**config.mk**
```make
export PLATFORM = sky130hd
export DESIGN_NAME = microsequencer
export DESIGN_NICKNAME = d
export VERILOG_FILES = /design/src/rtl/microsequencer.sv
export SDC_FILE = /design/constraint.sdc
export NUM_CORES = 1
export LEC_CHECK = 0
export ABC_AREA = 1
export CAP_MARGIN = 10
export CORE_ASPECT_RATIO = 0.5
export CORE_MARGIN = 8
export CORE_UTILIZATION = 39
export DETAILED_ROUTE_END_ITERATION = 6
export PLACE_DENSITY = 0.77
export SYNTH_ARGS = -nofsm -noshare
export SYNTH_HDL_FRONTEND = slang
export SYNTH_SLANG_ARGS = --single-unit
export TNS_END_PERCENT = 100
```
**constraint.sdc**
```tcl
create_clock -name clk -period 1.9 [get_ports clk]
set_input_delay 0.38 -clock clk [delete_from_list [all_inputs] [get_ports clk]]
set_output_delay 0.38 -clock clk [all_outputs]
set_load 0.05 [all_outputs]
```
**src/rtl/microsequencer.sv**
```systemverilog
// Next-state address generator for the microprogrammed control store. The optional
// return stack is built only when MSEQ_STACK_EN is defined.
module microsequencer #(
  parameter logic [7:0] FETCH_ADDR = 8'd1,
  parameter logic [7:0] TRAP_ADDR  = 8'd0,
  parameter int         STK_DEPTH  = 4
) (
  input  logic       clk,
  input  logic       reset,
  input  logic       hold,
  input  logic [2:0] n,
  input  logic       inv,
  input  logic       mi,
  input  logic [2:0] s,
  input  logic [7:0] cr,
  input  logic [7:0] dec_addr,
  input  logic       dec_valid,
  input  logic       moc,
  input  logic       cond_ok,
  input  logic       z,
  input  logic       nf,
  input  logic       c,
  input  logic       v,
  input  logic       lsm_done,
  output logic [7:0] state,
  output logic       stk_err
);

  logic [7:0] state_reg, state_next;
  logic [7:0] inc;
  logic [7:0] dec_target;
  logic [7:0] cond_vec;
  logic       t;
  logic       advance;
  logic [7:0] call_tgt;
  logic [7:0] ret_tgt;

  assign cond_vec   = {1'b1, lsm_done, v, c, nf, z, cond_ok, moc};
  assign t          = cond_vec[s] ^ inv;
  assign inc        = state_reg + 8'd1;
  assign dec_target = dec_valid ? dec_addr : TRAP_ADDR;
  // A sequencing decision is taken only when not stalled and not waiting on memory.
  assign advance    = !hold && !(mi && !moc);

`ifdef MSEQ_STACK_EN
  localparam int SPW = $clog2(STK_DEPTH);
  localparam logic [SPW:0] FULL_CNT = (SPW+1)'(STK_DEPTH);

  logic [SPW:0]   sp_reg, sp_next;
  logic [SPW:0]   sp_dec;
  logic [SPW-1:0] wr_idx, rd_idx;
  logic           err_reg, err_next;
  logic           stk_full, stk_empty;
  logic           push_en;
  logic [7:0]     stk_q [STK_DEPTH];

  assign stk_full  = (sp_reg == FULL_CNT);
  assign stk_empty = (sp_reg == '0);
  assign sp_dec    = sp_reg - 1'b1;
  assign wr_idx    = sp_reg[SPW-1:0];
  assign rd_idx    = sp_dec[SPW-1:0];

  // One register per stack slot; a push writes the return address at the current SP.
  generate
    for (genvar gi = 0; gi < STK_DEPTH; gi++) begin : g_stk
      logic [7:0] entry_reg;
      always_ff @(posedge clk) begin
        if (push_en && (wr_idx == SPW'(gi))) begin
          entry_reg <= inc;
        end
      end
      assign stk_q[gi] = entry_reg;
    end
  endgenerate

  assign call_tgt = stk_full  ? TRAP_ADDR : cr;
  assign ret_tgt  = stk_empty ? TRAP_ADDR : stk_q[rd_idx];

  always_comb begin
    sp_next  = sp_reg;
    err_next = err_reg;
    push_en  = 1'b0;
    if (advance && (n == 3'b110)) begin
      if (stk_full) begin
        err_next = 1'b1;
      end else begin
        push_en = 1'b1;
        sp_next = sp_reg + 1'b1;
      end
    end else if (advance && (n == 3'b111)) begin
      if (stk_empty) begin
        err_next = 1'b1;
      end else begin
        sp_next = sp_dec;
      end
    end
  end

  always_ff @(posedge clk) begin
    if (reset) begin
      sp_reg  <= '0;
      err_reg <= 1'b0;
    end else begin
      sp_reg  <= sp_next;
      err_reg <= err_next;
    end
  end

  assign stk_err = err_reg;
`else
  // Without a stack, call degenerates to a jump and return to a fresh fetch.
  assign call_tgt = cr;
  assign ret_tgt  = FETCH_ADDR;
  assign stk_err  = 1'b0;
`endif

  always_comb begin
    state_next = state_reg;
    if (advance) begin
      case (n)
        3'b000:  state_next = dec_target;
        3'b001:  state_next = FETCH_ADDR;
        3'b010:  state_next = cr;
        3'b011:  state_next = inc;
        3'b100:  state_next = t ? cr : inc;
        3'b101:  state_next = t ? cr : dec_target;
        3'b110:  state_next = call_tgt;
        default: state_next = ret_tgt;
      endcase
    end
  end

  always_ff @(posedge clk) begin
    if (reset) begin
      state_reg <= TRAP_ADDR;
    end else begin
      state_reg <= state_next;
    end
  end

  assign state = state_reg;

endmodule

```
# [Word level (Yosys, flattened, before mapping)]
# Index checks and enable logic that the tools add are counted.
[op_classes] eq_ne=5 add_sub_neg=1 order_cmp=1 bitwise_logic=1 reduce_logical=7 muxes=6
[ops] cell="$pmux 8 s5" count=1
[ops] cell="$mux 8" count=3
[ops] cell="$eq 3x3->1 const B" count=3
[ops] cell="$add 8x1->8 const B" count=1
[ops] cell="$eq 3x2->1 const B" count=2
[ops] cell="$lt 3x4->1 const B" count=1
[ops] cell="$bmux 1 s3" count=1
[ops] cell="$logic_not 1->1" count=3
[ops] cell="$logic_not 3->1" count=1
[ops] cell="$logic_and 1x1->1" count=2
[ops] cell="$reduce_or 2->1" count=1
[ops] cell="$mux 1" count=1
[ops] cell="$xor 1x1->1" count=1
[word_totals] ff_bits=8 out_inout_bits=9 input_bits=35

# [Longest topological paths before layout]
[logic_depth] depth_word=5 ltp_mapped=14

# [Worst setup path before layout]
# No wires, ideal clock.
[synth_timing] path_kind="register to register" startpoint="reg state_reg[1], in the netlist state[1]" endpoint="reg state_reg[6], in the netlist state[6]" setup_time_ps=68 t_required_ps=1832 arrival_time_ps=1808 path_slack_ps=24 path_stages_with_launch=11 path_buffers=0 period_less_slack_ps=1876 cell_sequence="dfxtp_1 > ha_1 > nand3_1 > nand3b_1 > xnor2_1 > nand2_1 > nand2_1 > nand2_1 > nand3_1 > nand2_1 > a21oi_2"
[synth_between] elab_chain_cells=3
[synth_lines] element="from (decl)" line="29" source="logic [7:0] state_reg, state_next;"
[synth_lines] element="from (signal assigned)" line="137" source="state_reg <= state_next;"
[synth_lines] element="$add 8x1->8 (*)" line="40" source="assign inc = state_reg + 8'd1;"
[synth_lines] element="$mux 8" line="125" source="3'b100: state_next = t ? cr : inc;"
[synth_lines] element="$pmux 8 s5 (*)" line="120" source="case (n)"
# Every way passes the cells marked *; elsewhere a longest branch is shown, timed or not.
# A chain may end at the register's enable or synchronous reset.

# [Worst setup path after layout]
[layout_timing] startpoint="in v" endpoint="reg state_reg[0], in the netlist state[0]"
[layout_between] elab_chain_cells=5 elab_cells_between_ends=6 cone_classes="5 x mux; 1 x bitwise"
[layout_lines] element="from (decl)" line="23" source="input logic v,"
[layout_lines] element="$bmux 1 s3 (*)" line="39" source="assign t = cond_vec[s] ^ inv;"
[layout_lines] element="$mux 1 (not written as such) (*)" line="39"
[layout_lines] element="$xor 1x1->1 (*)" line="39"
[layout_lines] element="$mux 8, on equally long branches" line="126, 125"
[layout_lines] element="$pmux 8 s5 (*)" line="120"
# Every way passes the cells marked *; elsewhere a longest branch is shown, timed or not. The select of a mux whose other input is x is not followed.

==> impl_metrics.csv <==
group,metric,value,unit
outcome,status,"completed",
final_layout,drive_gt1_share,21.3,%
final_layout,synthToLayoutAreaGrowth,55.4,%
final_layout,finish.instance_area,1720,um2
clock_network,path_clk_slew,40,ps
timing,fin_hold_ws,503,ps
timing,period_minus_slack,1740,ps
detailed_routing,route.detailed.drc,0,
detailed_routing,post_drt_wl_per_cell,13.2,um
worst_setup_path,crit_buf_inv,3,
clock_network,root_buffer,"clkbuf_8",
clock_network,cts-buffers-inserted,3,
floorplanning,start_util,41.9,%
floorplanning,num_rows,13,
synthesis,synthDistinctLibCells,31,
worst_setup_path,worst_ep_required_time,2030,ps
final_layout,antennaDiodeCount,0,
floorplanning,core,2650,um2
grt,grt_max_degree,13,
clock_network,clock_latency,240,ps
worst_setup_path,cp_common_cell,"nand2_4",
floorplanning,die_h,53.7,um
detailed_routing,vias,1485,
detailed_routing,viasPerCell,5.28,
timing,final_hold_viol_count,0,
worst_setup_path,slowest_delay,450,ps
timing,fin_ws,156,ps
worst_setup_path,startpoint_type,"primary input",
grt,first_global_vias,1407,
worst_setup_path,crit_fanout,6,
synthesis,yosys-top-cells-area,"nand2_1, dfxtp_1, nand3_1",
worst_setup_path,crit_chain,"clkdlybuf4s50_1, nand2_1, nand3_1, nand3_4, nand2_4, nand2_4, nand2_4, inv_2, o211ai_1, nand3_1, nand2_1, inv_1",
worst_hold_path,min_path_type,"reg -> reg",
power,ir_drop,0.213,mV
placement,place_congestion,0.873,
final_layout,nets,282,
final_layout,nFillCells,242,
clock_network,clockBufferDepth,2,
synthesis,synth_top_area_share,24.7,%
synthesis,synth_flop_cell,"dfxtp_1",
floorplanning,die_x,91.4,um
worst_setup_path,cp.arrival,1870,ps
job,maxCapViolations,0,
timing,slew_violations,0,
synthesis,synth_nets,226,
final_layout,final_cell_mix,"nand2_1, clkdlybuf4s50_1, nand3_1",
placement,portBuffers,42,
detailed_routing,dr.pass1.iters,4,
worst_setup_path,cp_top_family,"simple AND/OR/NAND/NOR gates",
worst_setup_path,slowest_stage,"clkdlybuf4s50_1",
grt,antenna_found_initial,0,
power,p_leak,0.000847,uW
clock_network,cts.sinks,8,
grt,grt_use_total,14.3,%
placement,post-place-ws,-223,ps
floorplanning,num_io_pins,44,
detailed_routing,drt-initial-drc-count,120,
placement,dp_hpwl,2.89,mm
grt,overflow,0,
timing,final-setup-viol-count,0,
clock_network,cts_tree,"built",
synthesis,yosys.area.top_type,"nand2_1",
final_layout,largest_reg_flops,8,
clock_network,post_cts_buffers,0,
clock_network,cts_max_level,1,
timing,finClkSkew,5.62,ps
power,power_density,446,nW/um2
timing,max_clock_freq,573,MHz
synthesis,yosysWarnings,0,
grt,grt_pass1_wl,5.84,mm
floorplanning,dieArea,4910,um2
synthesis,synth_edf_count,0,
timing,fin_crit_sh,91.8,%
placement,dpl_cell_area,1610,um2
synthesis,synth_cells,190,
worst_setup_path,crit_type,"in -> reg",
final_layout,layout_commonest_cell,"nand2_1",
detailed_routing,wl,3.71,mm
synthesis,syn_area,1110,um2
synthesis,yosysSeqAreaShare,14.4,%
worst_setup_path,cp-end-kind,"flip-flop",
synthesis,ys_async_sr_fraction,0,%
synthesis,synth_area_per_cell,5.84,um2
detailed_routing,antenna_left,0,
synthesis,yosys_register_bits,8,
[worst reg2reg max path, delay by kind of cell (launching register included)]
kind                       cells  cell delay, ps
DFF                            1             390
and+or+nand+nor                7             680
xor gates and xnor gates       1             210
adders and majority gates      1             210
AOI/OAI and AO/OA              1             110
[routing by layer]
metal	global-route usage, %	vias to the layer above	routed length (um)
li1	-	730	-
met1	17.0	664	1510
met2	24.8	80	1700
met3	4.57	11	437
met4	4.02	0	51
met5	0	-	0
[through the flow]
step / TNS, ps / util [%] / power [uW] / cells
finish: 0 / 65.0 / 769 / 281
global route: -25.6 / 65.0 / 820 / 281
CTS: 0 / 62.2 / 742 / 280
detailed placement: -1640 / 60.6 / 531 / 277
global placement: -1110 / 60.6 / 524 / 277
floorplan: 0 / - / 395 / 190
[path summary, 6_finish.rpt]
path         startpoint        to  slack (ps)  cells after the start
max                   v  state[0]         160                     12
min            state[7]  state[7]         500                      2
max reg2reg    state[0]  state[6]         250                     10
min reg2reg    state[7]  state[7]         500                      2
[synthesized netlist by cell type, types with 2 or more instances]
cell type  number
a21oi_1         5
a21oi_2         6
a31oi_1         2
buf_6           2
dfxtp_1         8
inv_1          21
inv_2           4
nand2_1        73
nand2_2         2
nand3_1        26
nand3_2         7
nor2_1          6
nor3_4          2
o22ai_1         4
or2_0           2
xnor2_1         4
xor2_1          2
[cell families (layout without fill, tap and decap cells)]
| kind of cell | after synthesis | count (layout) | share of synthesized area (%) |
|---|---|---|---|
| other | 1 | 1 | 0.338 |
| buffers and inverters | 30 | 83 | 12.7 |
| xor gates and xnor gates | 6 | 6 | 4.74 |
| DFF | 8 | 8 | 14.4 |
| adders and majority gates | 1 | 1 | 1.13 |
| AOI/OAI and AO/OA | 22 | 22 | 14.0 |
| and+or+nand+nor | 122 | 123 | 52.6 |
[area by class of cell]
class                      count  area [um2]  share of cell area [%]
multi-input combinational    153         877                    50.9
timing repair buffer          55         505                    29.3
sequential                     8         160                    9.29
inverter                      25        93.8                    5.44
tap                           37        46.3                    2.69
clock buffer                   3        41.3                    2.39
[power by group]
group	total [uW]	internal (uW)	leakage (uW)	switching, uW
combinational	368	161	0.000760	207
sequential	190	178	0.0000653	11.8
clock	211	138	0.0000216	73.3
total	769	476	0.000847	292
[what timing repair did]
action                                  4_1_cts  5_1_grt
gates resized for setup                       0       14
hold buffers                                  0        0
endpoints found under the setup margin        0        8
Power figures use the tool's default switching activity.
